`config.mk`:
```
export PLATFORM = sky130hd
export DESIGN_NAME = control_sequencer
export DESIGN_NICKNAME = d
export VERILOG_FILES = /design/src/rtl/control_sequencer.sv
export SDC_FILE = /design/constraint.sdc
export NUM_CORES = 1
export LEC_CHECK = 0
export CORE_MARGIN = 1.5
export CORE_UTILIZATION = 44
export CTS_BUF_LIST = sky130_fd_sc_hd__clkbuf_2
export DETAILED_ROUTE_END_ITERATION = 8
export PLACE_DENSITY = 0.66
export SLEW_MARGIN = 30
export SYNTH_ARGS = -nofsm -noshare
export SYNTH_HDL_FRONTEND = slang
export SYNTH_SLANG_ARGS = --single-unit
```
`constraint.sdc`:
```
create_clock -name clk_i -period 2.9 [get_ports clk_i]
set_input_delay 0.58 -clock clk_i [delete_from_list [all_inputs] [get_ports clk_i]]
set_output_delay 0.58 -clock clk_i [all_outputs]
set_load 0.02 [all_outputs]
```
`src/rtl/control_sequencer.sv`:
```
// Multi-cycle fetch/decode/execute sequencer for the 16-bit processor; drives the ALU and owns PC, R0-R7 and {C,N,V,Z}.
// Latency 5 cycles (ALU/branch) or 6 (LD/ST) with zero-wait acks; each ack wait cycle holds the request and adds one cycle.
module control_sequencer #(
    parameter logic [15:0] RESET_PC = 16'h0000,
    parameter bit          R0_ZERO  = 1'b1
) (
    input  logic        clk_i,
    input  logic        rst_i,
    output logic        imem_req_o,
    output logic [15:0] imem_addr_o,
    input  logic [15:0] imem_rdata_i,
    input  logic        imem_ack_i,
    output logic        dmem_req_o,
    output logic        dmem_we_o,
    output logic [15:0] dmem_addr_o,
    output logic [15:0] dmem_wdata_o,
    input  logic [15:0] dmem_rdata_i,
    input  logic        dmem_ack_i,
    output logic [3:0]  alu_func_o,
    output logic [15:0] alu_op0_o,
    output logic [15:0] alu_op1_o,
    output logic        alu_flag_en_o,
    output logic [3:0]  alu_flag_in_o,
    input  logic [15:0] alu_q_i,
    input  logic [3:0]  alu_flag_out_i,
    output logic [15:0] pc_out_o,
    output logic [3:0]  flags_out_o,
    output logic        retire_o
);

    localparam logic [3:0] OP_JMP = 4'h0;
    localparam logic [3:0] OP_ADD = 4'h1;
    localparam logic [3:0] OP_SUB = 4'h2;
    localparam logic [3:0] OP_ST  = 4'h9;
    localparam logic [3:0] OP_MOV = 4'hA;
    localparam logic [3:0] OP_BEQ = 4'hB;
    localparam logic [3:0] OP_BNE = 4'hC;
    localparam logic [3:0] OP_BLT = 4'hD;
    localparam logic [3:0] OP_BGT = 4'hE;
    localparam logic [3:0] OP_CMP = 4'hF;

    typedef enum logic [2:0] {
        S_FETCH,
        S_DECODE,
        S_EXEC,
        S_MEM,
        S_WB
    } state_t;

    state_t      state_q;
    logic [15:0] pc_q;
    logic [15:0] ir_q;
    logic [3:0]  flags_q;
    logic [15:0] rf_q [8];
    logic        imem_req_q;
    logic        dmem_req_q;
    logic        dmem_we_q;
    logic [15:0] dmem_addr_q;
    logic [15:0] dmem_wdata_q;
    logic [3:0]  alu_func_q;
    logic [15:0] alu_op0_q;
    logic [15:0] alu_op1_q;
    logic        alu_flag_en_q;
    logic [3:0]  alu_flag_in_q;
    logic        retire_q;

    logic [3:0]  op_d;
    logic [2:0]  rd_d;
    logic [2:0]  rs_d;
    logic [2:0]  rt_d;
    logic [15:0] rs_val_d;
    logic [15:0] rt_val_d;
    logic [15:0] rd_val_d;
    logic [15:0] op0_d;
    logic [15:0] op1_d;
    logic        flag_en_d;
    logic [3:0]  flag_in_d;
    logic        taken_d;
    logic [15:0] br_pc_d;
    logic        rd_wr_ok_d;

    assign op_d       = ir_q[15:12];
    assign rd_d       = ir_q[11:9];
    assign rs_d       = ir_q[8:6];
    assign rt_d       = ir_q[2:0];
    assign rs_val_d   = (R0_ZERO && rs_d == 3'd0) ? 16'h0000 : rf_q[rs_d];
    assign rt_val_d   = (R0_ZERO && rt_d == 3'd0) ? 16'h0000 : rf_q[rt_d];
    assign rd_val_d   = (R0_ZERO && rd_d == 3'd0) ? 16'h0000 : rf_q[rd_d];
    assign rd_wr_ok_d = !(R0_ZERO && rd_d == 3'd0);
    assign op0_d      = (op_d == OP_MOV) ? 16'h0000 : rs_val_d;
    assign op1_d      = ir_q[5] ? {11'h000, ir_q[4:0]} : rt_val_d;
    assign flag_en_d  = (op_d >= 4'h1 && op_d <= 4'h7) || (op_d == OP_CMP);
    // Only the carry-chain ops see the stored carry; everything else gets C=0.
    assign flag_in_d  = (op_d == OP_ADD || op_d == OP_SUB || op_d == OP_CMP) ?
                        flags_q : {1'b0, flags_q[2:0]};
    // pc_q already points past the branch when this is used in EXEC.
    assign br_pc_d    = pc_q + {{4{ir_q[11]}}, ir_q[11:0]};

    always_comb begin
        taken_d = 1'b0;
        case (op_d)
            OP_BEQ:  taken_d = flags_q[0];
            OP_BNE:  taken_d = !flags_q[0];
            OP_BLT:  taken_d = flags_q[2] && !flags_q[0];
            OP_BGT:  taken_d = !flags_q[2] && !flags_q[0];
            default: taken_d = 1'b0;
        endcase
    end

    always_ff @(posedge clk_i) begin
        if (rst_i) begin
            state_q       <= S_FETCH;
            pc_q          <= RESET_PC;
            ir_q          <= '0;
            flags_q       <= '0;
            for (int i = 0; i < 8; i++) rf_q[i] <= '0;
            imem_req_q    <= 1'b0;
            dmem_req_q    <= 1'b0;
            dmem_we_q     <= 1'b0;
            dmem_addr_q   <= '0;
            dmem_wdata_q  <= '0;
            alu_func_q    <= '0;
            alu_op0_q     <= '0;
            alu_op1_q     <= '0;
            alu_flag_en_q <= 1'b0;
            alu_flag_in_q <= '0;
            retire_q      <= 1'b0;
        end else begin
            retire_q <= 1'b0;
            case (state_q)
                S_FETCH: begin
                    // First FETCH cycle raises the request; ack is only honoured once it is up.
                    if (!imem_req_q) begin
                        imem_req_q <= 1'b1;
                    end else if (imem_ack_i) begin
                        ir_q       <= imem_rdata_i;
                        pc_q       <= pc_q + 16'd1;
                        imem_req_q <= 1'b0;
                        state_q    <= S_DECODE;
                    end
                end
                S_DECODE: begin
                    alu_func_q    <= op_d;
                    alu_op0_q     <= op0_d;
                    alu_op1_q     <= op1_d;
                    alu_flag_en_q <= flag_en_d;
                    alu_flag_in_q <= flag_in_d;
                    state_q       <= S_EXEC;
                end
                S_EXEC: begin
                    state_q  <= S_WB;
                    retire_q <= 1'b1;
                    case (op_d)
                        4'h1, 4'h2, 4'h3, 4'h4, 4'h5, 4'h6, 4'h7: begin
                            if (rd_wr_ok_d) rf_q[rd_d] <= alu_q_i;
                            flags_q <= alu_flag_out_i;
                        end
                        OP_CMP: flags_q <= alu_flag_out_i;
                        OP_MOV: if (rd_wr_ok_d) rf_q[rd_d] <= alu_q_i;
                        OP_JMP: pc_q <= alu_q_i;
                        OP_BEQ, OP_BNE, OP_BLT, OP_BGT: if (taken_d) pc_q <= br_pc_d;
                        default: begin
                            // LD (1000) / ST (1001): address comes from the ALU
                            dmem_req_q   <= 1'b1;
                            dmem_we_q    <= (op_d == OP_ST);
                            dmem_addr_q  <= alu_q_i;
                            dmem_wdata_q <= (op_d == OP_ST) ? rd_val_d : dmem_wdata_q;
                            state_q      <= S_MEM;
                            retire_q     <= 1'b0;
                        end
                    endcase
                end
                S_MEM: begin
                    if (dmem_ack_i) begin
                        dmem_req_q <= 1'b0;
                        if (!dmem_we_q && rd_wr_ok_d) rf_q[rd_d] <= dmem_rdata_i;
                        state_q    <= S_WB;
                        retire_q   <= 1'b1;
                    end
                end
                S_WB:    state_q <= S_FETCH;
                default: state_q <= S_FETCH;
            endcase
        end
    end

    assign imem_req_o    = imem_req_q;
    assign imem_addr_o   = pc_q;
    assign dmem_req_o    = dmem_req_q;
    assign dmem_we_o     = dmem_we_q;
    assign dmem_addr_o   = dmem_addr_q;
    assign dmem_wdata_o  = dmem_wdata_q;
    assign alu_func_o    = alu_func_q;
    assign alu_op0_o     = alu_op0_q;
    assign alu_op1_o     = alu_op1_q;
    assign alu_flag_en_o = alu_flag_en_q;
    assign alu_flag_in_o = alu_flag_in_q;
    assign pc_out_o      = pc_q;
    assign flags_out_o   = flags_q;
    assign retire_o      = retire_q;

endmodule

```
==> impl_metrics.csv, run 1 <==
group,metric,value,unit
detailed_routing,vias,10660,
timing,fin_tns_setup,0,ns
synthesis,post_synth_num_cell_types,66,
synthesis,synth_top_area_share,29.09,%
synthesis,synth_mux_area_share,21.93,%
timing,fin_crit_sh,93.63,%
timing,final-setup-viol-count,0,
detailed_routing,drt_pre_antenna_iters,5,
final_layout,fill_cells,2579,
run,drv_cap,0,
place,dp.cells,1728,
setup_path,required,3.60,ns
synthesis,syn_avg_cell_area,11.13,sq um
synthesis,synth_top_family_by_area,"multiplexers",
floorplanning,rows,63,
synthesis,ys_seq_elements,253,
global_route,grt_usage,25.62,%
detailed_routing,drtAntennaViolNets,0,
synthesis,yosys_most_used_dff,"edfxtp_1",
cts,cts-root-buf,"clkbuf_2",
setup_path,cp_max_fo,3,
final_layout,drive_gt1_share,22.85,%
status,status,"finished, final reports clean",
floorplanning,dieHeight,176.3,um
place,preCtsSetupSlack,0.1413,ns
global_route,grt_pass1_vias,10400,
timing,min_period,2.715,ns
timing,worst_slack,0.1848,ns
pwr,power_density,532.1,nW/um^2
pwr,p_leak,5.668,nW
final_layout,syn_to_final_growth,23.02,%
synthesis,synth_area_leaders,"edfxtp_1, dfxtp_1, mux4_2, nor2_1, nand2_1",
synthesis,yosysSeqAreaShare,48.03,%
place,dpl.hpwl,26830,um
detailed_routing,avgViaCountPerCell,5.741,
synthesis,netlist.top_cell.by_area,"edfxtp_1",
global_route,grt_first_pass_wirelength,59370,um
place,placedInstanceArea,15550,sq um
timing,hold_ws,0.2525,ns
global_route,use_met3,7.860,%
timing,fmax,368.3,MHz
synthesis,synth_edf_count,128,
synthesis,synth-async-reset-ratio,0,%
cts,path_clk_slew,0.11,ns
setup_path,max_stage_delay,0.44,ns
global_route,grt_max_degree,129,
timing,max_slew.worst_pin.slew,0.8117,ns
final_layout,fin_nets,1484,
cts,clk_latency,0.93,ns
cts,clock_sinks,253,
cts,cts_tree,"built",
detailed_routing,wire_per_inst,21.34,um
synthesis,synth_fa_ha_area_share,1.667,%
final_layout,final_util,54.99,%
cts,cts_setup_buffers,0,
final_layout,final_cells,1857,
synthesis,ys_top_cells_by_count,"nor2_1, nand2_1, edfxtp_1",
global_route,met2_usage,39.94,%
synthesis,synth-xor-area-share,0.9942,%
synthesis,syn_inst,1187,
global_route,top_usage_layer,"met2",
synthesis,ys_warn_count,0,
synthesis,syn_area,13210,sq um
detailed_routing,drc_errors,0,
global_route,grt_overflow,0,
timing,slew_viol_final,0,
floorplanning,ios,169,
setup_path,worst_setup_path_start_kind,"flop",
synthesis,synthSimpleGateAreaFrac,13.84,%
floorplanning,coreArea,29560,sq um
final_layout,fin_area,16260,sq um
place,port_buffers,168,
floorplanning,initial_core_util,44.70,%
setup_path,end_kind,"flop",
cts,htreeDepth,3,
pwr,power,8.650,mW
timing,skew,0.1522,ns
floorplanning,dieArea,31080,sq um
cts,clk_path_buf_depth,3,
cts,cts_made_buffers,70,
timing,rsz0062_at_grt,"false",
floorplanning,die_w,176.3,um
detailed_routing,wl,39630,um
synthesis,synth_compound_area_share,9.412,%
setup_path,crit_buf_inv,1,
setup_path,crit_path_top_delay_cell,"dfxtp_1",
synthesis,yosysMostFrequentCell,"nor2_1",
detailed_routing,drt_iter0_markers,858,
place,globalplace.congestion,0.9322,
timing,final-hold-violation-count,0,
timing,max-slew-margin-rel,45.81,%
setup_path,crit_chain,"ha_1 > inv_1 > fa_1 > nor2b_4 > o211ai_2 > a31oi_1 > a41oi_2 > o21ai_0 > and4_1 > nor3b_1",
setup_path,cp.arrival,3.41,ns
global_route,met1_usage,33.78,%
global_route,antenna_found_initial,4,
worst_hold_path,hold_class,"input pin to flop",
setup_path,worstSetupPathType,"flop to flop",
setup_path,cp_top_family,"compound AO/OA/AOI/OAI gates",
pwr,vdd_drop_max,0.0002246,V
placed cells by master, fill, tap and decap left out, types with 6 or more instances in the layout:
cell / count
nor2_1: 209
clkdlybuf4s50_1: 167
nand2_1: 139
edfxtp_1: 128
dfxtp_1: 122
clkbuf_2: 102
mux4_2: 96
a21oi_1: 91
buf_4: 66
mux2i_1: 42
o21ai_0: 31
mux2_2: 28
a22oi_1: 28
nor3_1: 20
ha_1: 16
conb_1: 16
clkinv_1: 13
nand3_1: 12
xnor2_1: 9
a211oi_1: 8
a31oi_1: 7
buf_12: 7
o211ai_1: 6
xor2_1: 6
final timing paths:
path | slack, ns | depth (start not counted) | to | startpoint
worst max-delay path | 0.18 | 10 | imem_addr_o[12]$_SDFFE_PP0P_ | ir_q[0]$_SDFFE_PP0P_
worst min-delay path | 0.25 | 3 | ir_q[3]$_SDFFE_PP0P_ | imem_rdata_i[3]
worst max register to register | 0.18 | 10 | imem_addr_o[12]$_SDFFE_PP0P_ | ir_q[0]$_SDFFE_PP0P_
worst min register to register | 0.46 | 2 | dmem_addr_o[9]$_SDFFE_PP0P_ | dmem_addr_o[9]$_SDFFE_PP0P_
power breakdown:
group	internal, mW	switching (mW)
Clock	1.15	1.58
Combinational	0.844	0.957
Sequential	3.92	0.201
Total	5.91	2.74
logic make-up (layout without fill, tap and decap cells):
logic type,after synthesis,after routing
AOI/OAI and AO/OA,202,202
muxes,166,166
adders and majority gates,17,17
buffers and inverters,109,373
and+or+nand+nor,424,424
other,1,17
DFF,253,253
xor gates and xnor gates,15,15
state kept, by name, indices dropped and copies added, names as in the netlist, named ones only:
| name | cells |
|---|---|
| rf_q | 128 |
| alu_op0_o | 16 |
| alu_op1_o | 16 |
| dmem_addr_o | 16 |
| dmem_wdata_o | 16 |
| imem_addr_o | 16 |
| ir_q | 16 |
| alu_flag_in_o | 4 |
| alu_func_o | 4 |
| flags_out_o | 4 |
| state_q | 3 |
| alu_flag_en_o | 1 |
| dmem_req_o | 1 |
| dmem_we_o | 1 |
| imem_req_o | 1 |
| retire_o | 1 |
worst reg2reg max path, delay by kind of cell (launching register included):
family / cells / cell delay, ns
AND/OR/NAND/NOR: 3 / 0.43
adder cells (fa/ha/maj): 2 / 0.67
flip-flops: 1 / 0.44
AO/OA/AOI/OAI: 4 / 0.95
buffers and inverters: 1 / 0.06
routing by layer:
layer	vias up	share of wire, %
met5	-	0.086
met4	4	2.2
met3	75	11
met2	565	46
met1	5167	41
li1	4850	-
area by class of cell:
cell class / count / area (sq um) / area share, %
Antenna cell: 1 / 2.502 / 0.01539
Clock inverter: 25 / 181.4 / 1.116
Multi-Input combinational cell: 840 / 6387 / 39.29
Inverter: 5 / 18.77 / 0.1155
Clock buffer: 102 / 510.5 / 3.140
Tap cell: 390 / 488.0 / 3.002
Sequential cell: 253 / 6350 / 39.06
Timing Repair Buffer: 241 / 2317 / 14.25
timing repair:
action                                 in CTS  in global routing
endpoints found under the hold margin       1                  0
gates resized for setup                     0                  0
hold buffers                                1                  0
Power figures use the tool's default switching activity.
==> inputs of run 2 (changes only) <==
--- a/config.mk
+++ b/config.mk
@@ -5,6 +5,7 @@
 export SDC_FILE = /design/constraint.sdc
 export NUM_CORES = 1
 export LEC_CHECK = 0
+export CAP_MARGIN = 15
 export CORE_MARGIN = 1.5
 export CORE_UTILIZATION = 44
 export CTS_BUF_LIST = sky130_fd_sc_hd__clkbuf_2
==> constraint.sdc (replaced) <==
create_clock -name clk_i -period 3.4 [get_ports clk_i]
set_input_delay 0.68 -clock clk_i [delete_from_list [all_inputs] [get_ports clk_i]]
set_output_delay 0.68 -clock clk_i [all_outputs]
set_load 0.02 [all_outputs]
==> impl_metrics.csv, run 2 (synthesis gave the netlist of run 1 again) <==
group,metric,value,unit
cts,clk_latency,0.84,ns
final_layout,largest_register,"rf_q",
final_layout,largest_register_ffs,128,
place,dp.cells,1706,
global_route,grt_max_degree,125,
timing,max-slew-margin-rel,36.78,%
pwr,power_density,447.0,nW/um^2
pwr,p_leak,5.474,nW
detailed_routing,drt_iter0_markers,838,
setup_path,worstReg2RegStart,"imem_addr_o[0]$_SDFFE_PP0P_",
final_layout,fin_area,15950,sq um
floorplanning,dieHeight,176.3,um
final_layout,fin_nets,1457,
cts,cts_hold_buf,0,
setup_path,required,4.14,ns
cts,htreeDepth,3,
final_layout,drive_gt1_share,20.98,%
worst_hold_path,whs_path_depth,2,
global_route,grt_pass1_vias,10160,
detailed_routing,wire_per_inst,21.49,um
pwr,power,7.132,mW
setup_path,max_stage_delay,0.51,ns
final_layout,final_cells,1816,
place,globalplace.congestion,0.9124,
setup_path,cp.arrival,3.49,ns
timing,slew_viol_final,0,
timing,min_period,2.751,ns
setup_path,cp_max_fo,8,
floorplanning,initial_core_util,44.70,%
detailed_routing,vias,10410,
setup_path,worst_r2r_endpoint,"imem_addr_o[14]$_SDFFE_PP0P_",
cts,cts_resized,0,
floorplanning,coreArea,29560,sq um
detailed_routing,drt_pre_antenna_iters,7,
final_layout,fill_cells,2619,
setup_path,crit_buf_inv,2,
cts,clock_sinks,253,
place,port_buffers,168,
final_layout,final_common_cell,"nor2_1",
final_layout,syn_to_final_growth,20.74,%
timing,fin_crit_sh,80.91,%
detailed_routing,drtAntennaViolNets,0,
run,drv_cap,0,
setup_path,worst_setup_path_start_kind,"flop",
timing,fmax,363.5,MHz
timing,final-setup-viol-count,0,
global_route,grt_usage,25.37,%
detailed_routing,avgViaCountPerCell,5.735,
setup_path,rr_worst_depth,11,
timing,max_slew.worst_pin.slew,0.9483,ns
floorplanning,dieArea,31080,sq um
cts,clk_path_buf_depth,3,
final_layout,mostFrequentLayoutCells,"nor2_1, clkdlybuf4s50_1, nand2_1",
cts,cts_setup_buffers,0,
floorplanning,ios,169,
pwr,vdd_drop_max,0.0002312,V
floorplanning,rows,63,
detailed_routing,wl,39020,um
floorplanning,die_w,176.3,um
cts,cts_tree,"built",
setup_path,crit_path_top_delay_cell,"or4b_1",
setup_path,rrSetupSlack,0.65,ns
worst_hold_path,hold_class,"input pin to flop",
setup_path,end_kind,"flop",
global_route,grt_overflow,0,
detailed_routing,drc_errors,0,
timing,final-hold-violation-count,0,
setup_path,worstSetupPathType,"flop to flop",
place,placedInstanceArea,15370,sq um
global_route,grt_first_pass_wirelength,59220,um
cts,cts-root-buf,"clkbuf_2",
setup_path,crit_chain,"ha_1 > inv_1 > fa_1 > nor2b_4 > o211ai_2 > a31oi_1 > buf_4 > a41oi_2 > a21boi_1 > or4b_1 > a311oi_1",
status,status,"finished, final reports clean",
setup_path,cp_top_family,"compound AO/OA/AOI/OAI gates",
global_route,antenna_found_initial,2,
place,dpl.hpwl,26400,um
timing,skew,0.08667,ns
timing,hold_ws,0.1707,ns
cts,path_clk_slew,0.12,ns
timing,fin_tns_setup,0,ns
timing,rsz0062_at_grt,"false",
cts,cts_made_buffers,66,
worst_hold_path,hp-start,"rst_i",
run 2: layout make-up:
type / instances / area (sq um) / share of cell area, %
clock buffer: 93 / 465.4 / 2.917
sequential: 253 / 6352 / 39.82
timing repair buffer: 218 / 2117 / 13.27
clock inverter: 16 / 116.4 / 0.7294
antenna: 1 / 2.502 / 0.01568
tap: 390 / 488.0 / 3.059
inverter: 5 / 18.77 / 0.1176
multi-input combinational: 840 / 6394 / 40.08
run 2: per-stage QoR:
step	setup slack (ns)	utilization, %
final	0.6490	53.97
after global routing	0.5157	53.97
after CTS	0.6046	53.96
after detailed placement	0.4690	51.99
after global placement	0.5009	51.97
after floorplan	0.8220	-
run 2: where the power goes:
group          total (mW)  internal, mW  switching [mW]  leakage [nW]
logic                1.45         0.693           0.761          2.71
registers            3.55          3.34           0.209          2.33
clock network        2.13         0.877            1.25         0.440
total                7.13          4.91            2.22          5.47
run 2: worst max path at each step:
stage | start | to | slack, ns | depth (start not counted)
floorplan | dmem_ack_i | rf_q[7][0]$_SDFFCE_PN0P_ | 0.82 | 7
global placement | dmem_ack_i | rf_q[6][11]$_SDFFCE_PN0P_ | 0.50 | 8
detailed placement | dmem_ack_i | rf_q[6][2]$_SDFFCE_PN0P_ | 0.47 | 8
CTS | imem_addr_o[4]$_SDFFE_PP0P_ | imem_addr_o[4] | 0.60 | 1
global route | imem_addr_o[4]$_SDFFE_PP0P_ | imem_addr_o[13]$_SDFFE_PP0P_ | 0.52 | 7
finish | imem_addr_o[0]$_SDFFE_PP0P_ | imem_addr_o[14]$_SDFFE_PP0P_ | 0.65 | 11
run 2: layer usage:
metal  vias up  track usage, %  wire length, um
met5         -               0                0
met4         0           8.974             1019
met3        79           5.943             3705
met2       551           39.26            17770
met1      5012           34.97            16520
li1       4772               -                -
==> inputs of run 3 (changes only) <==
==> constraint.sdc (replaced) <==
create_clock -name clk_i -period 2.7 [get_ports clk_i]
set_input_delay 0.54 -clock clk_i [delete_from_list [all_inputs] [get_ports clk_i]]
set_output_delay 0.54 -clock clk_i [all_outputs]
set_load 0.02 [all_outputs]
==> impl_metrics.csv, run 3 (synthesis gave the netlist of run 1 again) <==
group,metric,value,unit
pwr,power_frac_seq,46.8,%
setup_path,max_stage_delay,0.68,ns
timing,rsz0062_at_grt,"false",
timing,fin_crit_sh,96.05,%
cts,clk_latency,0.87,ns
timing,max_slew.worst_pin.slew,0.9503,ns
cts,cts_hold_buf,0,
floorplanning,dieHeight,176.3,um
timing,max-slew-margin-rel,36.56,%
cts,clk_path_buf_depth,3,
place,dp.cells,1745,
floorplanning,dieArea,31080,sq um
timing,skew,0.08476,ns
detailed_routing,wl_met2,18570,um
place,dpl.hpwl,27400,um
cts,cts_made_buffers,69,
timing,final-setup-viol-count,0,
timing,slew_viol_final,0,
final_layout,mostFrequentLayoutCells,"nor2_1, clkdlybuf4s50_1, nand2_1",
global_route,grt_first_pass_wirelength,60440,um
cts,cts_setup_buffers,0,
final_layout,drive_gt1_share,24.05,%
floorplanning,coreArea,29560,sq um
detailed_routing,routedLengthMet1,15950,um
cts,path_clk_slew,0.10,ns
pwr,clockPowerShare,31.8,%
run,drv_cap,0,
floorplanning,ios,169,
timing,fmax,385.6,MHz
final_layout,largest_register,"rf_q",
place,port_buffers,168,
floorplanning,die_w,176.3,um
pwr,power_density,572.7,nW/um^2
pwr,power,9.407,mW
cts,cts-root-buf,"clkbuf_2",
global_route,grt_usage,25.74,%
cts,cts_resized,0,
setup_path,cp_max_fo,8,
final_layout,largest_register_ffs,128,
pwr,p_comb_share,21.3,%
final_layout,final_common_cell,"nor2_1",
pwr,p_leak,5.764,nW
detailed_routing,avgViaCountPerCell,5.722,
cts,htreeDepth,3,
pwr,swShare,31.02,%
place,globalplace.congestion,0.8747,
setup_path,crit_buf_inv,1,
floorplanning,rows,63,
detailed_routing,wl,39680,um
cts,cts_tree,"built",
detailed_routing,vias,10680,
final_layout,final_cells,1867,
setup_path,end_kind,"output pin",
floorplanning,initial_core_util,44.70,%
detailed_routing,wire_per_inst,21.25,um
worst_hold_path,hold_class,"input pin to flop",
setup_path,required,2.16,ns
setup_path,cp_top_family,"buffers and inverters",
setup_path,crit_chain,"clkdlybuf4s50_1",
setup_path,cp.arrival,2.05,ns
global_route,grt_pass1_vias,10710,
pwr,p_switching,2.918,mW
setup_path,crit_path_top_delay_cell,"clkdlybuf4s50_1",
detailed_routing,drc_errors,0,
global_route,grt_overflow,0,
detailed_routing,drt_pre_antenna_iters,5,
final_layout,syn_to_final_growth,24.30,%
timing,final-hold-violation-count,0,
timing,min_period,2.593,ns
setup_path,worst_setup_path_start_kind,"flop",
detailed_routing,drtAntennaViolNets,0,
final_layout,fin_nets,1499,
final_layout,fill_cells,2587,
detailed_routing,top_layer,"met4",
status,status,"finished, final reports clean",
global_route,grt_max_degree,47,
global_route,antenna_found_initial,1,
detailed_routing,drt_iter0_markers,831,
pwr,p_int,6.489,mW
detailed_routing,wl_met3,4042,um
setup_path,worstSetupPathType,"flop to output pin",
cts,clock_sinks,253,
pwr,vdd_drop_max,0.0003144,V
-- run 3: power by group through the flow --
stage | Clock (mW) | Combinational (mW) | Sequential [mW]
global placement | 0 | 1.98 | 4.47
CTS | 3.07 | 2.00 | 4.40
finish | 3.00 | 2.01 | 4.41
floorplan | 0 | 1.22 | 4.48
detailed placement | 0 | 1.99 | 4.49
global route | 3.25 | 2.14 | 4.43
-- run 3: per-stage QoR --
stage / instance area, sq um / util, % / setup WS, ns / hold slack (ns) / setup TNS, ns
after floorplan: 13270 / - / 0.2229 / 0.4446 / 0
after global placement: 15730 / 53.21 / -0.1109 / 0.4413 / -2.033
after detailed placement: 15730 / 53.21 / -0.08335 / 0.4487 / -1.301
after CTS: 16410 / 55.53 / 0.01345 / 0.03780 / 0
after global routing: 16420 / 55.56 / 0.004659 / 0.04976 / 0
final: 16420 / 55.56 / 0.1066 / 0.08778 / 0
-- run 3: layer usage --
metal  track usage [%]  vias up
met1             34.32     5148
met5                 0        -
met2             40.60      577
li1                  -     4867
met3             6.395       91
met4             9.758        0
-- run 3: worst paths after layout --
path,slack (ns),startpoint,cells past startpoint,to
worst max-delay path,0.11,imem_addr_o[12]$_SDFFE_PP0P_,1,imem_addr_o[12]
worst min-delay path,0.09,rst_i,2,flags_out_o[0]$_SDFFE_PP0P_
worst max register to register,0.18,ir_q[0]$_SDFFE_PP0P_,10,imem_addr_o[14]$_SDFFE_PP0P_
worst min register to register,0.45,dmem_addr_o[3]$_SDFFE_PP0P_,2,dmem_addr_o[3]$_SDFFE_PP0P_
-- run 3: worst register-to-register path: cells and delay by family, from the launching register on --
kind / cells / cell delay [ns]
buffers and inverters: 1 / 0.08
AOI/OAI and AO/OA: 5 / 0.92
and+or+nand+nor: 2 / 0.58
adders and majority gates: 2 / 0.47
DFF: 1 / 0.38
-- run 3: cell type report --
class / count / area, sq um / area share (%)
antenna: 1 / 2.502 / 0.01524
inverter: 5 / 18.77 / 0.1143
sequential: 253 / 6351 / 38.67
clock inverter: 14 / 150.1 / 0.9141
timing repair buffer: 257 / 2485 / 15.13
clock buffer: 107 / 535.5 / 3.260
multi-input combinational: 840 / 6394 / 38.93
tap: 390 / 488.0 / 2.971
